### config.mk
export PLATFORM = sky130hd
export DESIGN_NAME = yarp_muldiv_execute
export DESIGN_NICKNAME = d
export VERILOG_FILES = /design/src/rtl/yarp_muldiv_execute.sv
export SDC_FILE = /design/constraint.sdc
export NUM_CORES = 1
export LEC_CHECK = 0
export CORE_UTILIZATION = 50
export CTS_BUF_LIST = sky130_fd_sc_hd__clkbuf_8
export DETAILED_ROUTE_END_ITERATION = 10
export PLACE_DENSITY = 0.77
export REMOVE_ABC_BUFFERS = 1
export SLEW_MARGIN = 10
export SYNTH_ARGS = -nofsm -noshare
export SYNTH_HDL_FRONTEND = slang
export SYNTH_SLANG_ARGS = --single-unit
### constraint.sdc
create_clock -name clk -period 11.05 [get_ports clk]
set_clock_uncertainty 0.2 [all_clocks]
set_input_delay 1.6575 -clock clk [delete_from_list [all_inputs] [get_ports clk]]
set_output_delay 1.6575 -clock clk [all_outputs]
set_load 0.03 [all_outputs]
### src/rtl/yarp_muldiv_execute.sv
// Iterative RV32M multiply/divide unit: radix-2 shift-add multiply and restoring
// divide over XLEN iterations, with single-cycle handling of divide special cases.
module yarp_muldiv_execute #(
    parameter int XLEN  = 32,
    parameter int CNT_W = $clog2(XLEN + 1)
) (
    input  logic            clk,
    input  logic            reset,
    input  logic            req_valid_i,
    output logic            req_ready_o,
    input  logic [2:0]      op_sel_i,
    input  logic [XLEN-1:0] opr_a_i,
    input  logic [XLEN-1:0] opr_b_i,
    input  logic            kill_i,
    output logic            res_valid_o,
    input  logic            res_ready_i,
    output logic [XLEN-1:0] res_o,
    output logic            busy_o
);

    typedef enum logic [1:0] {S_IDLE = 2'd0, S_CALC = 2'd1, S_DONE = 2'd2} state_t;

    localparam logic [XLEN-1:0] MIN_NEG = {1'b1, {(XLEN-1){1'b0}}};

    state_t              state_q, state_d;
    logic [CNT_W-1:0]    cnt_q, cnt_d;
    logic [2:0]          op_q, op_d;
    logic                neg_q, neg_d;
    logic                special_q, special_d;
    logic [XLEN-1:0]     opnd_q, opnd_d;
    logic [2*XLEN-1:0]   prod_q, prod_d;
    logic [XLEN-1:0]     res_q, res_d;
    logic                res_valid_q, res_valid_d;

    // Operand classification at capture time.
    logic            sign_a_s, sign_b_s, is_div_s, div_zero_s, ovf_s;
    logic [XLEN-1:0] mag_a_s, mag_b_s, special_val_s;

    assign is_div_s   = op_sel_i[2];
    assign sign_a_s   = opr_a_i[XLEN-1] & (op_sel_i != 3'b011) & (op_sel_i != 3'b101)
                        & (op_sel_i != 3'b111);
    assign sign_b_s   = opr_b_i[XLEN-1] & ((op_sel_i == 3'b000) | (op_sel_i == 3'b001)
                        | (op_sel_i == 3'b100) | (op_sel_i == 3'b110));
    assign mag_a_s    = sign_a_s ? (~opr_a_i + {{(XLEN-1){1'b0}}, 1'b1}) : opr_a_i;
    assign mag_b_s    = sign_b_s ? (~opr_b_i + {{(XLEN-1){1'b0}}, 1'b1}) : opr_b_i;
    assign div_zero_s = is_div_s & (opr_b_i == {XLEN{1'b0}});
    assign ovf_s      = is_div_s & ~op_sel_i[0] & (opr_a_i == MIN_NEG) & (opr_b_i == {XLEN{1'b1}});
    assign special_val_s = div_zero_s ? (op_sel_i[1] ? opr_a_i : {XLEN{1'b1}})
                                      : (op_sel_i[1] ? {XLEN{1'b0}} : opr_a_i);

    // One iteration step of each algorithm; the remainder shift needs XLEN+1 bits.
    logic [XLEN:0]     mul_sum_s, rem_sh_s, rem_sub_s;
    logic              div_ge_s;
    logic [2*XLEN-1:0] prod_neg_s, prod_fix_s;
    logic [XLEN-1:0]   quo_fix_s, rem_fix_s;

    assign mul_sum_s  = {1'b0, prod_q[2*XLEN-1:XLEN]} + {1'b0, opnd_q};
    assign rem_sh_s   = prod_q[2*XLEN-1:XLEN-1];
    assign div_ge_s   = (rem_sh_s >= {1'b0, opnd_q});
    assign rem_sub_s  = rem_sh_s - {1'b0, opnd_q};
    assign prod_neg_s = ~prod_q + {{(2*XLEN-1){1'b0}}, 1'b1};
    assign prod_fix_s = neg_q ? prod_neg_s : prod_q;
    assign quo_fix_s  = neg_q ? (~prod_q[XLEN-1:0] + {{(XLEN-1){1'b0}}, 1'b1}) : prod_q[XLEN-1:0];
    assign rem_fix_s  = neg_q ? (~prod_q[2*XLEN-1:XLEN] + {{(XLEN-1){1'b0}}, 1'b1})
                              : prod_q[2*XLEN-1:XLEN];

    // Next-state and datapath update; kill overrides every state.
    always_comb begin
        state_d     = state_q;
        cnt_d       = cnt_q;
        op_d        = op_q;
        neg_d       = neg_q;
        special_d   = special_q;
        opnd_d      = opnd_q;
        prod_d      = prod_q;
        res_d       = res_q;
        res_valid_d = res_valid_q;
        if (kill_i) begin
            state_d     = S_IDLE;
            cnt_d       = {CNT_W{1'b0}};
            special_d   = 1'b0;
            res_d       = {XLEN{1'b0}};
            res_valid_d = 1'b0;
        end else begin
            case (state_q)
                S_IDLE: begin
                    if (req_valid_i) begin
                        state_d = S_CALC;
                        op_d    = op_sel_i;
                        neg_d   = (is_div_s & op_sel_i[1]) ? sign_a_s : (sign_a_s ^ sign_b_s);
                        if (div_zero_s | ovf_s) begin
                            special_d = 1'b1;
                            cnt_d     = {CNT_W{1'b0}};
                            opnd_d    = {XLEN{1'b0}};
                            prod_d    = {{XLEN{1'b0}}, special_val_s};
                        end else begin
                            special_d = 1'b0;
                            cnt_d     = CNT_W'(XLEN);
                            opnd_d    = is_div_s ? mag_b_s : mag_a_s;
                            prod_d    = {{XLEN{1'b0}}, (is_div_s ? mag_a_s : mag_b_s)};
                        end
                    end else begin
                        state_d = S_IDLE;
                    end
                end
                S_CALC: begin
                    if (cnt_q != {CNT_W{1'b0}}) begin
                        cnt_d = cnt_q - {{(CNT_W-1){1'b0}}, 1'b1};
                        if (op_q[2]) begin
                            prod_d = div_ge_s ? {rem_sub_s[XLEN-1:0], prod_q[XLEN-2:0], 1'b1}
                                              : {rem_sh_s[XLEN-1:0], prod_q[XLEN-2:0], 1'b0};
                        end else if (prod_q[0]) begin
                            prod_d = {mul_sum_s, prod_q[XLEN-1:1]};
                        end else begin
                            prod_d = {1'b0, prod_q[2*XLEN-1:1]};
                        end
                    end else begin
                        state_d     = S_DONE;
                        res_valid_d = 1'b1;
                        if (special_q) begin
                            res_d = prod_q[XLEN-1:0];
                        end else begin
                            case (op_q)
                                3'b000:                 res_d = prod_fix_s[XLEN-1:0];
                                3'b001, 3'b010, 3'b011: res_d = prod_fix_s[2*XLEN-1:XLEN];
                                3'b100, 3'b101:         res_d = quo_fix_s;
                                3'b110, 3'b111:         res_d = rem_fix_s;
                                default:                res_d = {XLEN{1'b0}};
                            endcase
                        end
                    end
                end
                S_DONE: begin
                    if (res_ready_i) begin
                        state_d     = S_IDLE;
                        res_d       = {XLEN{1'b0}};
                        res_valid_d = 1'b0;
                    end else begin
                        state_d = S_DONE;
                    end
                end
                default: begin
                    state_d     = S_IDLE;
                    res_valid_d = 1'b0;
                end
            endcase
        end
    end

    // State and datapath registers.
    always_ff @(posedge clk or posedge reset) begin
        if (reset) begin
            state_q     <= S_IDLE;
            cnt_q       <= {CNT_W{1'b0}};
            op_q        <= 3'b000;
            neg_q       <= 1'b0;
            special_q   <= 1'b0;
            opnd_q      <= {XLEN{1'b0}};
            prod_q      <= {(2*XLEN){1'b0}};
            res_q       <= {XLEN{1'b0}};
            res_valid_q <= 1'b0;
        end else begin
            state_q     <= state_d;
            cnt_q       <= cnt_d;
            op_q        <= op_d;
            neg_q       <= neg_d;
            special_q   <= special_d;
            opnd_q      <= opnd_d;
            prod_q      <= prod_d;
            res_q       <= res_d;
            res_valid_q <= res_valid_d;
        end
    end

    assign req_ready_o = (state_q == S_IDLE);
    assign busy_o      = (state_q != S_IDLE);
    assign res_valid_o = res_valid_q;
    assign res_o       = res_q;

endmodule
==> metrics.txt <==
setup tns final 0 ns; site row count 63; Yosys cell types 95; global-route wire length before repair between 90,000 and 100,000 microns; Skew-Pair Late Insertion Delay about 0.48 ns; Total Routing Usage GR 39.16%; post-CTS resize count 0; Leak 7.117 nW; post-CTS setup buffers 0; ys flop type dfrtp_1; largest net degree at the start of global routing 101; Root Driver clkbuf_8; Slew @ Worst Pin 1.211 ns; initial DRC count 2,559; I/O pin count about 110; Top delay family on crit path buffers and inverters; routability cong. approximately 1.1; synthesized area between 0.015 and 0.02 sq mm; final net count around 2,300; Post-Syn Area per Cell 7.284 sq um; Crit. End Element flop; synth cell count leaders nand2_1, a21oi_1, o21ai_0, nor2_1, dfrtp_1; CTS tree built; DRT Wirelength between 60,000 and 70,000 microns; final non-filler cell total between 2,000 and 3,000; Min Clock Period, post-route 5.199 ns; first drt pass iteration count 7; status complete, no violations; DP Wirelength 46,140 microns; post-placement cell count approximately 2,500; Fin. Hold Viols 0; min-delay worst type reg -> reg; maximum fanout along the worst path 78; FF+latch count, synth 142; final core occ 56.76%; Antenna Cells 0; crit share post-route between 40% and 50%; cell taking the most area after synthesis dfrtp_1; relative slew slack 18.99%; antenna viol nets, final 0; WP buf/inv 4; CTS Hold Bufs 0; H-tree levels 4; initial antenna violation count 0; WS Path Type in -> reg; Post-Synthesis Cells 2,121; Die H 177.8 microns; DR WL/cell 24.36 microns; Num CTS Buffers 17; EDFF count, synth 0; number of fill cells between 2,000 and 3,000; post-synthesis sequential area ratio a little under a quarter; crit-path max cell delay around 0.73 ns; Final Setup Violations 0; Peak VDD IR 150.2 uV; Die Wd 177.8 microns; CTS max path bufs 2; CP max-delay cell clkdlybuf4s50_1; clk sinks 142; vias after detailed routing 17,130; vias in the first global route 15,600; # DRC 0; Final Max Tran Viols 0; Synth area leaders dfrtp_1, a21oi_1, o21ai_0, nand2_1, ha_1; Area growth syn-to-layout 10.34%; I/O Buffers 106; Clock transition at path regs around 0.090 ns; final global-route overflow total 0; Fmax 192.4 MHz; CP Data Required Time 11.22 ns; RSZ-0062 raised after global routing no; Initial Utilization 51.44%; Final Power 5.666 mW; P per Cell Area about 330 mW/mm^2; cell with the most instances after synthesis nand2_1; most used cell along the critical path buf_4; max cap viols 0; Ys Warns 0; CORE AREA 0.03003 sq mm; Synth top area share 23.00%; ys async rst share 100.0%; vias per inst 6.787; die area 0.03160 sq mm; CP Data Arrival Time 5.37 ns; crit-path cells clkdlybuf4s50_1 -> nand2b_2 -> buf_4 -> inv_1 -> nand2_2 -> buf_4 -> a211oi_1 -> a21o_1; ratio of cells with drive above 1 in the final layout around 5.6%; Setup crit start kind input port
[path summary, 6_finish.rpt]
kind                                     endpoint  cells after the start                  start  slack, ns
hold / removal               res_o[0]$_DFFE_PP0P_                      2   res_o[0]$_DFFE_PP0P_       0.27
setup reg to reg             res_o[8]$_DFFE_PP0P_                     12  prod_q[0]$_DFFE_PP0P_       6.76
setup / recovery           opnd_q[14]$_DFFE_PP0P_                      8                 kill_i       5.85
max in group asynchronous     op_q[2]$_DFFE_PP0P_                      3                  reset       7.68
hold reg to reg              res_o[0]$_DFFE_PP0P_                      2   res_o[0]$_DFFE_PP0P_       0.27
min in group asynchronous   res_o[13]$_DFFE_PP0P_                      2                  reset       1.52
[metal layers]
layer / global-route usage, % / vias to the layer above / wire, microns
met5: 0 / - / 0
met4: 21.01 / 0 / 3264
met3: 5.763 / 165 / 6324
met2: 57.67 / 1096 / 26110
met1: 54.87 / 8115 / 25780
li1: - / 7754 / -
[sequential cells by signal (all words and copies together), names as in the netlist]
name / cells
prod_q: 64
res_o: 32
special_q: 1
neg_q: 1
cnt_q: 6
op_q: 3
state_q: 2
res_valid_o: 1
opnd_q: 32
[through the flow]
| stage | instance area [sq um] | setup slack, ns | hold slack, ns |
|---|---|---|---|
| 3_5_place_dp | 16630 | 5.434 | 0.2587 |
| 2_1_floorplan | 14850 | 5.222 | 0.2772 |
| 5_1_grt | 17050 | 5.622 | 0.3087 |
| 3_3_place_gp | 16630 | 5.488 | 0.2496 |
| 4_1_cts | 17050 | 5.953 | 0.2801 |
| 6_report | 17050 | 5.851 | 0.2734 |
[logic make-up after synthesis]
group | count (synthesis) | synth area share [%]
AO/OA/AOI/OAI | 772 | 31.45
AND/OR/NAND/NOR | 718 | 22.18
XOR/XNOR | 139 | 7.929
multiplexers | 56 | 3.790
adder cells (fa/ha/maj) | 74 | 6.074
buffers and inverters | 220 | 5.580
flip-flops | 142 | 23.00
[power breakdown]
part	internal (mW)	leakage (nW)	switching, mW
sequential	0.732	1.84	0.534
clock	0.227	0.210	0.247
combinational	1.45	5.06	2.47
total	2.41	7.12	3.25
[worst min-delay path, cell delays in order, from the launching register on]
cell and delay [ns]:
dfrtp_1 0.35, nand2_1 0.05, nand2_1 0.04
[placed cells by master (no fill, tap or decap), types with 45 or more instances in the layout]
cell type,Yosys,layout
nand2_1,258,257
a21oi_1,211,211
o21ai_0,206,206
nor2_1,182,182
dfrtp_1,142,140
clkdlybuf4s50_1,0,105
xnor2_1,78,78
ha_1,71,71
inv_1,68,68
xor2_1,60,60
nor3_1,55,54
mux2i_1,45,45
[cell type report]
| type | instances | area, sq um | area share (%) |
|---|---|---|---|
| clock buffers | 17 | 234.0 | 1.373 |
| inverters | 69 | 264.0 | 1.549 |
| repair buffers | 132 | 1251 | 7.340 |
| well taps | 390 | 488.0 | 2.863 |
| multi-input cells | 1759 | 11060 | 64.91 |
| clock inverters | 15 | 186.4 | 1.094 |
| flip-flops and latches | 142 | 3558 | 20.87 |
(Power assumes the default switching activity.)
